[config.mk]
export PLATFORM = sky130hd
export DESIGN_NAME = frame_receiver
export DESIGN_NICKNAME = d
export VERILOG_FILES = /design/src/rtl/serial_link_pkg.sv /design/src/rtl/rx_shift_reg.sv /design/src/rtl/frame_receiver.sv
export SDC_FILE = /design/constraint.sdc
export NUM_CORES = 1
export LEC_CHECK = 0
export ABC_CLOCK_PERIOD_IN_PS = 3160
export BUFFER_PORTS_ARGS = -buffer_cell sky130_fd_sc_hd__buf_4
export CAP_MARGIN = 10
export CORE_ASPECT_RATIO = 1.2
export CORE_MARGIN = 2
export CORE_UTILIZATION = 40
export DETAILED_ROUTE_END_ITERATION = 16
export PLACE_DENSITY = 0.65
export SLEW_MARGIN = 10
export SYNTH_ARGS = -nofsm -noshare
export SYNTH_HDL_FRONTEND = slang
export SYNTH_HIERARCHICAL = 1
export SYNTH_SLANG_ARGS = --single-unit
[constraint.sdc]
create_clock -name clk -period 3.16 [get_ports clk]
set_input_delay 0.948 -clock clk [delete_from_list [all_inputs] [get_ports clk]]
set_output_delay 0.948 -clock clk [all_outputs]
set_load 0.05 [all_outputs]
[src/rtl/serial_link_pkg.sv]
// Shared serial-link definitions: frame geometry and receiver state encoding,
// common to the transmit and receive sides.
package serial_link_pkg;

    localparam int DATA_WIDTH  = 7;
    localparam int FRAME_BITS  = 10;
    localparam int IDX_W       = 3;
    localparam int COUNT_W     = 8;

    typedef enum logic [1:0] {
        IDLE   = 2'd0,
        PARITY = 2'd1,
        DATA   = 2'd2,
        STOP   = 2'd3
    } rx_state_e;

    // Non-zero when parity bit plus data do not have even parity.
    function automatic logic parity_mismatch(input logic p, input logic [DATA_WIDTH-1:0] w);
        return p ^ (^w);
    endfunction

endpackage

[src/rtl/rx_shift_reg.sv]
// Indexed capture register: writes bit_i into word[idx_i] when load_i is set;
// clr_i (synchronous) takes priority and zeroes the word.
module rx_shift_reg
    import serial_link_pkg::*;
(
    input  logic                  clk,
    input  logic                  clr_i,
    input  logic                  load_i,
    input  logic [IDX_W-1:0]      idx_i,
    input  logic                  bit_i,
    output logic [DATA_WIDTH-1:0] word_o
);

    logic [DATA_WIDTH-1:0] word_q;
    logic [DATA_WIDTH-1:0] word_d;

    for (genvar gi = 0; gi < DATA_WIDTH; gi++) begin : g_bit
        assign word_d[gi] = clr_i ? 1'b0 :
                            ((load_i && (idx_i == IDX_W'(gi))) ? bit_i : word_q[gi]);
    end

    always_ff @(posedge clk) begin
        word_q <= word_d;
    end

    assign word_o = word_q;

endmodule

[src/rtl/frame_receiver.sv]
// Serial frame receiver: start, parity, 7 data bits LSB first, stop; one sample per clk.
// Define FRAME_RECEIVER_PARITY_CHECK_EN to report even-parity errors on parityErr.
module frame_receiver
    import serial_link_pkg::*;
#(
    parameter logic START_STOPN = 1'b0
)(
    input  logic                  clk,
    input  logic                  rstN,
    input  logic                  serialIn,
    output logic [DATA_WIDTH-1:0] dataOut,
    output logic                  valid,
    output logic                  parityErr,
    output logic                  frameErr,
    output logic [COUNT_W-1:0]    frameCount
);

    localparam logic STOP_LVL = ~START_STOPN;

    rx_state_e             state_q, state_d;
    logic                  armed_q, armed_d;
    logic [IDX_W-1:0]      idx_q, idx_d;
    logic [DATA_WIDTH-1:0] data_q, data_d;
    logic                  valid_q, valid_d;
    logic                  perr_q, perr_d;
    logic                  ferr_q, ferr_d;
    logic [COUNT_W-1:0]    count_q, count_d;
`ifdef FRAME_RECEIVER_PARITY_CHECK_EN
    logic                  parity_q, parity_d;
`endif

    logic                  sr_clr;
    logic                  sr_load;
    logic [DATA_WIDTH-1:0] sr_word;

    rx_shift_reg u_shift (
        .clk    (clk),
        .clr_i  (sr_clr),
        .load_i (sr_load),
        .idx_i  (idx_q),
        .bit_i  (serialIn),
        .word_o (sr_word)
    );

    always_comb begin
        state_d = state_q;
        armed_d = armed_q;
        idx_d   = idx_q;
        data_d  = data_q;
        valid_d = 1'b0;
        perr_d  = perr_q;
        ferr_d  = 1'b0;
        count_d = count_q;
`ifdef FRAME_RECEIVER_PARITY_CHECK_EN
        parity_d = parity_q;
`endif
        sr_clr  = ~rstN;
        sr_load = 1'b0;

        unique case (state_q)
            IDLE: begin
                // A start level only counts once the line has been seen idle.
                if (serialIn == START_STOPN) begin
                    if (armed_q) begin
                        state_d = PARITY;
                        armed_d = 1'b0;
                        sr_clr  = 1'b1;
                    end
                end else begin
                    armed_d = 1'b1;
                end
            end
            PARITY: begin
`ifdef FRAME_RECEIVER_PARITY_CHECK_EN
                parity_d = serialIn;
`endif
                idx_d   = '0;
                state_d = DATA;
            end
            DATA: begin
                sr_load = 1'b1;
                idx_d   = idx_q + 1'b1;
                if (idx_q == IDX_W'(DATA_WIDTH - 1)) begin
                    state_d = STOP;
                end
            end
            STOP: begin
                state_d = IDLE;
                if (serialIn == STOP_LVL) begin
                    armed_d = 1'b1;
                    valid_d = 1'b1;
                    data_d  = sr_word;
                    count_d = count_q + 1'b1;
`ifdef FRAME_RECEIVER_PARITY_CHECK_EN
                    perr_d  = parity_mismatch(parity_q, sr_word);
`else
                    perr_d  = 1'b0;
`endif
                end else begin
                    ferr_d = 1'b1;
                end
            end
            default: state_d = IDLE;
        endcase
    end

    always_ff @(posedge clk) begin
        if (!rstN) begin
            state_q <= IDLE;
            armed_q <= 1'b0;
            idx_q   <= '0;
            data_q  <= '0;
            valid_q <= 1'b0;
            perr_q  <= 1'b0;
            ferr_q  <= 1'b0;
            count_q <= '0;
`ifdef FRAME_RECEIVER_PARITY_CHECK_EN
            parity_q <= 1'b0;
`endif
        end else begin
            state_q <= state_d;
            armed_q <= armed_d;
            idx_q   <= idx_d;
            data_q  <= data_d;
            valid_q <= valid_d;
            perr_q  <= perr_d;
            ferr_q  <= ferr_d;
            count_q <= count_d;
`ifdef FRAME_RECEIVER_PARITY_CHECK_EN
            parity_q <= parity_d;
`endif
        end
    end

    assign dataOut    = data_q;
    assign valid      = valid_q;
    assign parityErr  = perr_q;
    assign frameErr   = ferr_q;
    assign frameCount = count_q;

endmodule

=== Word level (Yosys, flattened, before mapping) ===
Cells that the tools add are included.

* Word-level logic and storage cells: 58
* Input bits: 3
* Bits in registers: 30
* Output and inout port bits: 18

* Reduce and logical (&&, ||, !) cells: 15
* Equal/unequal tests: 13
* Muxes and demuxes: 13
* Add/sub/neg operators: 2
* Bitwise logic cells: 1

{| class="wikitable"
|+ Operator list
! cell !! count
|-
| 3-bit equality test (second input constant) || 3
|-
| 8-bit by 1-bit adder with 8-bit output (second input constant) || 1
|-
| 2-bit != test (second input constant) || 4
|-
| 2-bit case mux with 4 select lines || 1
|-
| 1-bit logical AND || 7
|-
| 1-bit 2-to-1 mux || 7
|-
| 3-bit by 2-bit equality test with 1-bit output (second input constant) || 2
|-
| 2-bit 2-to-1 mux || 3
|-
| 3-bit case mux with 2 select lines || 1
|-
| 2-bit AND reduction || 3
|-
| 2-bit equality test (second input constant) || 2
|-
| 2-bit nonzero test || 2
|-
| 3-bit by 1-bit adder with 3-bit output (second input constant) || 1
|-
| 3-bit by 1-bit equality test with 1-bit output (second input constant) || 1
|-
| 3-bit zero test || 1
|-
| 3-bit AND reduction || 1
|-
| 2-bit by 1-bit equality test with 1-bit output (second input constant) || 1
|-
| 2-bit zero test || 1
|-
| 1-bit case mux with 2 select lines || 1
|-
| 1-bit NOT || 1
|}

=== Logic depth before layout (Yosys ltp) ===
Gate-level depths: netlist of the first run.

* Depth in word-level cells: 4
* Gate-level depth with buffers: 6
* Mapped depth without buffers: 6

=== By module ===
The synthesis of the first run kept the hierarchy.

{| class="wikitable"
|+ Modules (own cells, without submodules)
! module !! instances !! area an instance (sq um) !! seq. area each (sq um) !! cells an instance
|-
| frame_receiver || 1 || 1013.5 || 460.4 || 114
|-
| rx_shift_reg || 1 || 339.1 || 140.1 || 29
|}

=== Worst setup path before layout of the first run ===
Ideal clock, no wire load.

* Path type: input-to-reg
* Start: in serialIn
* End: reg count_q[7], in the netlist frameCount[7]
* Data required time: 3045 ps
* Buffers on the path: 0
* Setup time: 115 ps
* Data arrival time: 1783 ps
* Stages: 4
* Slack: 1263 ps
* Cells stage by stage: and4_1 > or3b_1 > xnor2_1 > and2_1

* Longest elaborated chain between the ends: 1

{| class="wikitable"
|+ Ends and longest elaborated chain
! what !! line !! source
|-
| start, declared || frame_receiver.sv:10 || <nowiki>input logic serialIn,</nowiki>
|-
| 2-bit AND reduction (no line) || -- ||
|-
| end signal, assigned || frame_receiver.sv:128 || <nowiki>count_q <= count_d;</nowiki>
|-
| end, declared || frame_receiver.sv:27 || <nowiki>logic [COUNT_W-1:0] count_q, count_d;</nowiki>
|}

No other way between the ends.
A chain may end at the register's enable or synchronous reset.

=== Worst setup path in the final report of the first run ===
* Start: in serialIn
* End: reg u_shift.word_q[1], in the netlist u_shift/word_o[1]

* Longest elaborated chain between the ends: 2

{| class="wikitable"
|+ Ends and longest elaborated chain
! what !! line !! source
|-
| 1-bit 2-to-1 mux || frame_receiver.sv:63 || <nowiki>if (serialIn == START_STOPN) begin</nowiki>
|-
| 1-bit 2-to-1 mux || frame_receiver.sv:60 || <nowiki>unique case (state_q)</nowiki>
|-
| via sr_clr || frame_receiver.sv:32 || <nowiki>logic sr_clr;</nowiki>
|-
| end signal, assigned || rx_shift_reg.sv:23 || <nowiki>word_q <= word_d;</nowiki>
|-
| end, declared || rx_shift_reg.sv:14 || <nowiki>logic [DATA_WIDTH-1:0] word_q;</nowiki>
|}

The timed path passes the listed nets, and every way through them passes these cells.

==> results.py, run 1 <==
metrics = {
    "sta": {
        "rsz0062_at_grt": "no",
        "finClkSkew_ns": 0.00313,
        "finalHoldViolCount": 0,
        "max_freq_mhz": 513,
        "worst_slew_pin_slew_ns": 0.517,
        "slew_headroom_pct": 65.2,
        "worst_hold_slack_ns": 0.456,
        "finalSetupViolations": 0,
        "timing.final.crit_share_pct": 61.7,
        "drv_slew": 0,
        "final.setup.tns_ns": 0,
        "period_needed_ns": 1.95,
    },
    "worst_setup_path": {
        "end_kind": "register",
        "crit_required_ns": 3.31,
        "r2r_cells": 6,
        "r2r_start": "state_q[0]",
        "reg2reg_to": "u_shift/word_o[1]",
        "arrival_ns": 2.10,
        "path_max_fanout": 9,
        "setup.worst_path.start_class": "input port",
        "ff2ff_setup_slack_ns": 1.46,
        "timing_worst_setup_path_type": "input port to register",
    },
    "min_path": {
        "hp-class": "register to register",
        "holdPathStages": 2,
        "min_to": "dataOut[1]",
        "worstHoldStart": "dataOut[1]",
    },
    "yosys": {
        "syn_inst": 143,
        "seq_area_frac_synth_pct": 44.4,
        "netlist_area_mm2": 0.00135,
        "synthTopCellsByArea": "dfxtp_1 (44%), nand2_1 (6.1%), mux2i_1 (5.9%)",
        "syn_nets": 152,
        "synth.distinct_cells": 29,
        "synth-seq-cells": 30,
        "synth_area_leader_cell": "dfxtp_1",
        "avgSynthCellArea_um2": 9.46,
        "yosys_warnings": 6,
        "yosys.area.top_type_share_pct": 44.4,
    },
    "placement": {
        "routabilityCongestion": 0.754,
        "dpl.hpwl_um": 1770,
        "portBuffers": 19,
        "place_area_mm2": 0.00152,
        "dp_cells": 195,
    },
    "cells_and_area": {
        "antenna_cells": 0,
        "drive_gt1_share_pct": 16.9,
        "syn_to_final_growth_pct": 19.1,
        "stdcell_area_mm2": 0.00161,
        "layout.nets": 174,
        "final_cells": 203,
    },
    "global_route": {
        "grt_use_total_pct": 15.0,
        "grt_overflow": 0,
        "grt_pass1_wl_um": 4330,
        "grt_pass1_vias": 1003,
        "grt_max_degree": 25,
        "antenna_found_initial": 0,
    },
    "floorplan": {
        "die_area_mm2": 0.00386,
        "rows": 23,
        "fp.dieH_um": 67.7,
        "initial_utilization_pct": 41.2,
        "die_w_um": 57.1,
        "ios": 21,
        "core_area_mm2": 0.00328,
    },
    "cts": {
        "clock_latency_ns": 0.28,
        "post-cts-setup-buffer-count": 0,
        "clock-sinks": 30,
        "cts-root-buf": "clkbuf_8",
        "cts_tree": "done",
        "ctsLongestPathBuffers": 2,
        "cts_buffers": 5,
        "cts_resized": 0,
        "clk_pin_slew_ns": 0.06,
        "htree_levels": 2,
        "ctsHoldBuffers": 0,
    },
    "route": {
        "ant_nets": 0,
        "dr.pass1.iters": 4,
        "drt-total-wl_um": 2460,
        "drtIter0Drc": 27,
        "viasPerCell": 4.90,
        "wire_per_inst_um": 12.1,
        "drcViolationCount": 0,
        "dr_total_vias": 995,
    },
    "pwr": {
        "total_leakage_power_nw": 0.645,
        "peakVddDrop_mv": 0.326,
        "power_density_mw_per_mm2": 510,
    },
    "status": {
        "status": "complete, no violations",
    },
    "flow_run": {
        "drv_cap": 0,
    },
}
## worst max-delay path, stage by stage
cell      delay, ns
buf_4          0.14
nand2b_1       0.15
o21ai_0        0.43
nand2b_1       0.32
mux2i_1        0.12
## synthesized netlist by cell type, drive strengths merged
library cell / instances
dfxtp: 30
nand2: 22
nand2b: 10
a21boi: 9
and2: 9
mux2i: 8
inv: 7
ha: 6
o21ai: 6
xnor2: 6
and4bb: 3
nand4: 3
nand4b: 3
a21oi: 2
buf: 2
clkbuf: 2
nand3: 2
nor2: 2
nor2b: 2
a22oi: 1
and3: 1
and4: 1
conb: 1
nor4b: 1
o221a: 1
o22ai: 1
or3: 1
or3b: 1
## layout make-up
type,instances,area (um2)
Tap cell,37,46.3
Clock buffer,7,86.3
Sequential cell,30,601
Multi-Input combinational cell,102,703
Timing Repair Buffer,19,143
Inverter,7,26.3
Clock inverter,1,5.00
Fill cell,327,1670
## layer usage
metal  part of all wire [%]  track usage [%]
met5                      0                0
met4                    1.2             7.27
met3                    4.8             5.17
met2                     51             26.4
met1                     43             15.9
## how the worst max path moves through the flow
stage,startpoint,endpoint,slack (ns),cells past startpoint
2_1_floorplan,serialIn,frameCount[7],1.26,4
3_3_place_gp,serialIn,u_shift/word_o[2],0.97,5
3_5_place_dp,serialIn,u_shift/word_o[0],0.92,5
4_1_cts,serialIn,u_shift/word_o[1],1.20,5
5_1_grt,serialIn,u_shift/word_o[1],0.95,5
6_report,serialIn,u_shift/word_o[1],1.21,5
## flip-flops by register name (all words and copies together), names as in the netlist
signal / count
state_q: 2
frameErr: 1
dataOut: 7
u_shift/word_o: 7
idx_q: 3
frameCount: 8
armed_q: 1
valid: 1
## cells by family after synthesis
kind of cell    share of synthesized area (%)
xor+xnor                                 3.89
buf+inv                                  3.61
simple gates                             26.6
flops                                    44.4
other cells                             0.277
fa+ha+maj                                5.55
mux                                      5.92
compound gates                           9.81
## cell usage in the layout, fill, tap and decap left out, types with 3 or more instances in the layout
cell / netlist / routed
and2_1: 9 / 9
mux2i_1: 8 / 8
and4bb_1: 3 / 3
nand4_1: 3 / 3
nand4b_1: 3 / 3
nand2_1: 22 / 22
xnor2_1: 6 / 6
inv_1: 7 / 7
a21boi_1: 9 / 9
o21ai_0: 4 / 4
dfxtp_1: 30 / 30
ha_1: 6 / 6
nand2b_1: 10 / 10
clkbuf_8: 0 / 6
buf_4: 2 / 19
## power by group
part / total, mW / switching, mW / leakage (nW) / internal (mW)
sequential: 0.401 / 0.0102 / 0.242 / 0.391
clock: 0.313 / 0.138 / 0.0482 / 0.175
combinational: 0.107 / 0.0613 / 0.354 / 0.0456
total: 0.821 / 0.209 / 0.645 / 0.611
## metrics by stage
| stage | setup slack (ns) | util [%] | total power [mW] |
|---|---|---|---|
| CTS | 1.20 | 49.1 | 0.834 |
| global route | 0.948 | 49.1 | 0.865 |
| global placement | 0.971 | 46.3 | 0.509 |
| detailed placement | 0.918 | 46.3 | 0.516 |
| finish | 1.21 | 49.1 | 0.821 |
| floorplan | 1.26 | - | 0.494 |
(Power assumes the default switching activity.)
==> inputs of run 2 (changes only) <==
- ABC_CLOCK_PERIOD_IN_PS: 3160 -> 1700
- PLACE_DENSITY: 0.65 -> 0.67
- clock period: 3.16 -> 1.7 ns (I/O delays scaled with it)
==> run 2 against run 1 <==
  * Setup slack worse by 1.1 ns
  * Largest power group unchanged
  * Combinational power rose by 99%
  * Final cell count rose by 2.0%
  * Total power increased by 100%
  * Non-clock buffer count grew 4
  * Critical path type is now register to register
  * Hold slack got worse by 0.012 ns
  * Critical endpoint is now frameCount[7]
  * Clock power increased by 130%
  * Sequential share of layout area fell by 1.0 points
  * Routed wire length up 9.4%
  * Utilization rose by 1.5 points
  * Register-to-register slack worse by 1.3 ns
  * Flip-flop and latch count stayed put
==> results.py, run 2 (synthesized netlist as in run 1, its figures left out) <==
metrics = {
    "pwr": {
        "power_density_mw_per_mm2": 1000,
        "total_leakage_power_nw": 0.675,
        "peakVddDrop_mv": 0.683,
    },
    "sta": {
        "drv_slew": 0,
        "finalHoldViolCount": 0,
        "final.setup.tns_ns": 0,
        "period_needed_ns": 1.55,
        "finalSetupViolations": 0,
        "rsz0062_at_grt": "no",
        "timing.final.crit_share_pct": 91.4,
        "finClkSkew_ns": 0.00266,
        "worst_hold_slack_ns": 0.444,
        "max_freq_mhz": 643,
    },
    "flow_run": {
        "drv_cap": 0,
    },
    "worst_setup_path": {
        "timing_worst_setup_path_type": "register to register",
        "r2r_start": "state_q[1]",
        "setup.worst_path.start_class": "register",
        "crit_required_ns": 1.88,
        "ff2ff_setup_slack_ns": 0.15,
        "path_max_fanout": 4,
        "arrival_ns": 1.73,
        "end_kind": "register",
        "endpoint": "frameCount[7]",
        "r2r_cells": 5,
        "critPathLaunch": "state_q[1]",
        "reg2reg_to": "frameCount[7]",
    },
    "cells_and_area": {
        "syn_to_final_growth_pct": 22.7,
        "largest_reg_flops": 8,
        "num-fill-cells": 307,
        "ff_latch_area_um2": 602,
        "layout_common_cells": "dfxtp_1 (29), buf_4 (23), nand2_1 (22)",
        "multi_input_area_um2": 703,
        "antenna_cells": 0,
        "drive_gt1_share_pct": 20.0,
        "mostFrequentLayoutCell": "dfxtp_1",
        "layout.nets": 178,
    },
    "min_path": {
        "hp-class": "input port to register",
        "worstHoldStart": "serialIn",
    },
    "placement": {
        "portBuffers": 19,
        "routabilityCongestion": 0.793,
        "dpl.hpwl_um": 1930,
    },
    "cts": {
        "cts-root-buf": "clkbuf_8",
        "ctsHoldBuffers": 0,
        "clock-sinks": 30,
        "clock_latency_ns": 0.28,
        "clk_pin_slew_ns": 0.07,
        "htree_levels": 2,
        "cts_resized": 0,
        "cts_tree": "done",
        "ctsLongestPathBuffers": 2,
        "post-cts-setup-buffer-count": 0,
        "cts_buffers": 5,
    },
    "floorplan": {
        "die_area_mm2": 0.00386,
        "die_w_um": 57.1,
        "fp.dieH_um": 67.7,
        "ios": 21,
        "rows": 23,
        "initial_utilization_pct": 41.2,
        "core_area_mm2": 0.00328,
    },
    "global_route": {
        "antenna_found_initial": 0,
        "grt_use_total_pct": 16.2,
        "grt_pass1_wl_um": 4730,
        "grt_overflow": 0,
        "grt_max_degree": 24,
        "grt_pass1_vias": 1070,
    },
    "route": {
        "dr.pass1.iters": 4,
        "drcViolationCount": 0,
        "drtIter0Drc": 28,
        "wire_per_inst_um": 13.0,
        "wl_met2_um": 1360,
        "viasPerCell": 5.09,
        "wl_met3_um": 134,
        "ant_nets": 0,
        "wl_met1_um": 1140,
        "dr_total_vias": 1053,
        "drt-total-wl_um": 2690,
        "top_layer": "met4",
    },
    "status": {
        "status": "complete, no violations",
    },
}
==> run 2: report_power, final <==
part	switching, mW	internal (mW)
registers	0.0181	0.726
clock network	0.274	0.431
logic	0.121	0.0914
total	0.413	1.25
==> run 2: layout make-up <==
| type | instances | share of cell area (%) |
|---|---|---|
| clock buffer | 5 | 4.15 |
| clock inverter | 3 | 2.41 |
| inverter | 7 | 1.58 |
| multi-input combinational | 102 | 42.4 |
| sequential | 30 | 36.3 |
| tap | 37 | 2.79 |
| timing repair buffer | 23 | 10.4 |
==> run 2: worst min path at each step <==
stage | cells after the start | slack [ns] | to
3_3_place_gp | 2 | 0.44 | dataOut[5]
6_report | 2 | 0.44 | frameErr
4_1_cts | 2 | 0.44 | frameErr
3_5_place_dp | 2 | 0.45 | dataOut[2]
2_1_floorplan | 2 | 0.43 | dataOut[0]
5_1_grt | 2 | 0.44 | frameErr
==> run 2: metal layers <==
| metal | track usage [%] | up-vias |
|---|---|---|
| met3 | 6.51 | 5 |
| met1 | 16.0 | 494 |
| met2 | 29.0 | 20 |
| met5 | 0 | - |
| li1 | - | 534 |
| met4 | 9.01 | 0 |
==> run 2: critical path: stages, from the launching register on <==
cell	delay (ns)
dfxtp_1	0.38
ha_1	0.19
and4_1	0.24
or3b_1	0.37
xnor2_1	0.13
and2_1	0.15
==> run 2: metrics by stage <==
step           cells  power, mW  area, um2  worst slack [ns]  utilization (%)
3_3_place_gp     199      0.956       1550             0.100             47.3
3_5_place_dp     199      0.973       1550            0.0812             47.3
4_1_cts          207       1.68       1660             0.126             50.6
6_report         207       1.66       1660             0.146             50.6
5_1_grt          207       1.74       1660            0.0340             50.6
2_1_floorplan    143      0.919       1350           0.00876                -
==> inputs of run 3 (changes only) <==
==> constraint.sdc (replaced) <==
create_clock -name clk -period 1.7 [get_ports clk]
set_input_delay 0.51 -clock clk [delete_from_list [all_inputs] [get_ports clk]]
set_output_delay 0.51 -clock clk [all_outputs]
set_load 0.005 [all_outputs]
==> run 3 against run 2 <==
  * Clock-buffer cell count grew 2
  * Critical path depth is the same
  * Via count shrank 1.3%
  * Sequential power is essentially flat
  * Routed wire length shrank 6.6%
  * Non-clock buffer count is the same
  * Flip-flop and latch count is the same
  * Combinational power shrank 4%
  * Highest routed layer unchanged
  * Final cell count is the same
  * Setup slack lost 0.012 ns
  * Die area is the same
==> results.py, run 3 (synthesized netlist as in run 1, its figures left out) <==
metrics = {
    "placement": {
        "portBuffers": 19,
        "routabilityCongestion": 0.811,
        "dpl.hpwl_um": 1790,
    },
    "floorplan": {
        "die_area_mm2": 0.00386,
        "initial_utilization_pct": 41.2,
        "rows": 23,
        "ios": 21,
        "die_w_um": 57.1,
        "core_area_mm2": 0.00328,
        "fp.dieH_um": 67.7,
    },
    "cells_and_area": {
        "num-fill-cells": 317,
        "syn_to_final_growth_pct": 21.3,
        "largest_reg_flops": 8,
        "mostFrequentLayoutCell": "dfxtp_1",
        "layout.nets": 178,
        "multi_input_area_um2": 703,
        "antenna_cells": 0,
        "drive_gt1_share_pct": 18.8,
        "layout_common_cells": "dfxtp_1 (30), buf_4 (23), nand2_1 (22)",
        "ff_latch_area_um2": 601,
    },
    "global_route": {
        "grt_use_total_pct": 14.3,
        "grt_pass1_vias": 999,
        "grt_overflow": 0,
        "grt_max_degree": 24,
        "antenna_found_initial": 0,
        "grt_pass1_wl_um": 4120,
    },
    "min_path": {
        "hp-class": "input port to register",
    },
    "pwr": {
        "total_leakage_power_nw": 0.665,
        "peakVddDrop_mv": 0.629,
        "power_density_mw_per_mm2": 935,
    },
    "route": {
        "dr.pass1.iters": 4,
        "wire_per_inst_um": 12.1,
        "drtIter0Drc": 22,
        "drt-total-wl_um": 2510,
        "dr_total_vias": 1039,
        "viasPerCell": 5.02,
        "ant_nets": 0,
        "drcViolationCount": 0,
    },
    "status": {
        "status": "complete, no violations",
    },
    "worst_setup_path": {
        "path_max_fanout": 4,
        "arrival_ns": 1.74,
        "timing_worst_setup_path_type": "register to register",
        "setup.worst_path.start_class": "register",
        "crit_required_ns": 1.87,
        "end_kind": "register",
    },
    "sta": {
        "max_freq_mhz": 639,
        "drv_slew": 0,
        "final.setup.tns_ns": 0,
        "timing.final.crit_share_pct": 92.1,
        "period_needed_ns": 1.57,
        "finalSetupViolations": 0,
        "finalHoldViolCount": 0,
        "finClkSkew_ns": 0.00196,
        "rsz0062_at_grt": "no",
        "worst_hold_slack_ns": 0.437,
    },
    "cts": {
        "htree_levels": 2,
        "cts-root-buf": "clkbuf_8",
        "cts_tree": "done",
        "cts_buffers": 5,
        "clock-sinks": 30,
        "cts_resized": 0,
        "ctsLongestPathBuffers": 2,
        "clock_latency_ns": 0.28,
        "ctsHoldBuffers": 0,
        "post-cts-setup-buffer-count": 0,
        "clk_pin_slew_ns": 0.06,
    },
    "flow_run": {
        "drv_cap": 0,
    },
}
==> run 3: power breakdown <==
group,internal [mW],switching [mW],total (mW),leakage [nW]
clock network,0.326,0.260,0.586,0.0482
logic,0.0908,0.113,0.204,0.375
registers,0.726,0.0177,0.743,0.242
==> run 3: layout make-up <==
| type | instances | share of cell area (%) |
|---|---|---|
| clock inverter | 1 | 0.305 |
| clock buffer | 7 | 5.26 |
| sequential | 30 | 36.6 |
| timing repair buffer | 23 | 10.5 |
| multi-input combinational | 102 | 42.9 |
| inverter | 7 | 1.60 |
| tap | 37 | 2.82 |
==> run 3: metal layers <==
layer	vias to the layer above	GRT usage, %	wire [um]	part of all wire [%]
met1	472	13.3	1150	46
met4	0	10.5	61	2.4
met2	23	26.1	1200	48
met3	5	4.60	109	4.3
met5	-	0	0	0
li1	539	-	-	-
==> run 3: path summary, 6_finish.rpt <==
kind              slack (ns)             to       start  cells after the start
setup / recovery        0.13  frameCount[7]  state_q[1]                      5
hold / removal          0.44       frameErr    serialIn                      2
setup reg to reg        0.13  frameCount[7]  state_q[1]                      5
hold reg to reg         0.45     dataOut[1]  dataOut[1]                      2
==> run 3: critical path: stages (launching register included) <==
cell     delay (ns)
dfxtp_1        0.38
ha_1           0.19
and4_1         0.23
or3b_1         0.38
xnor2_1        0.13
and2_1         0.15
==> run 3: stage by stage <==
stage               area, um2  setup slack (ns)  utilization (%)  instances  power, mW
floorplan                1350             0.173                -        143      0.911
global placement         1550            0.0957             47.2        199      0.948
detailed placement       1550            0.0686             47.2        199      0.961
CTS                      1640             0.127             50.0        207       1.55
global route             1640            0.0584             50.0        207       1.60
finish                   1640             0.134             50.0        207       1.53
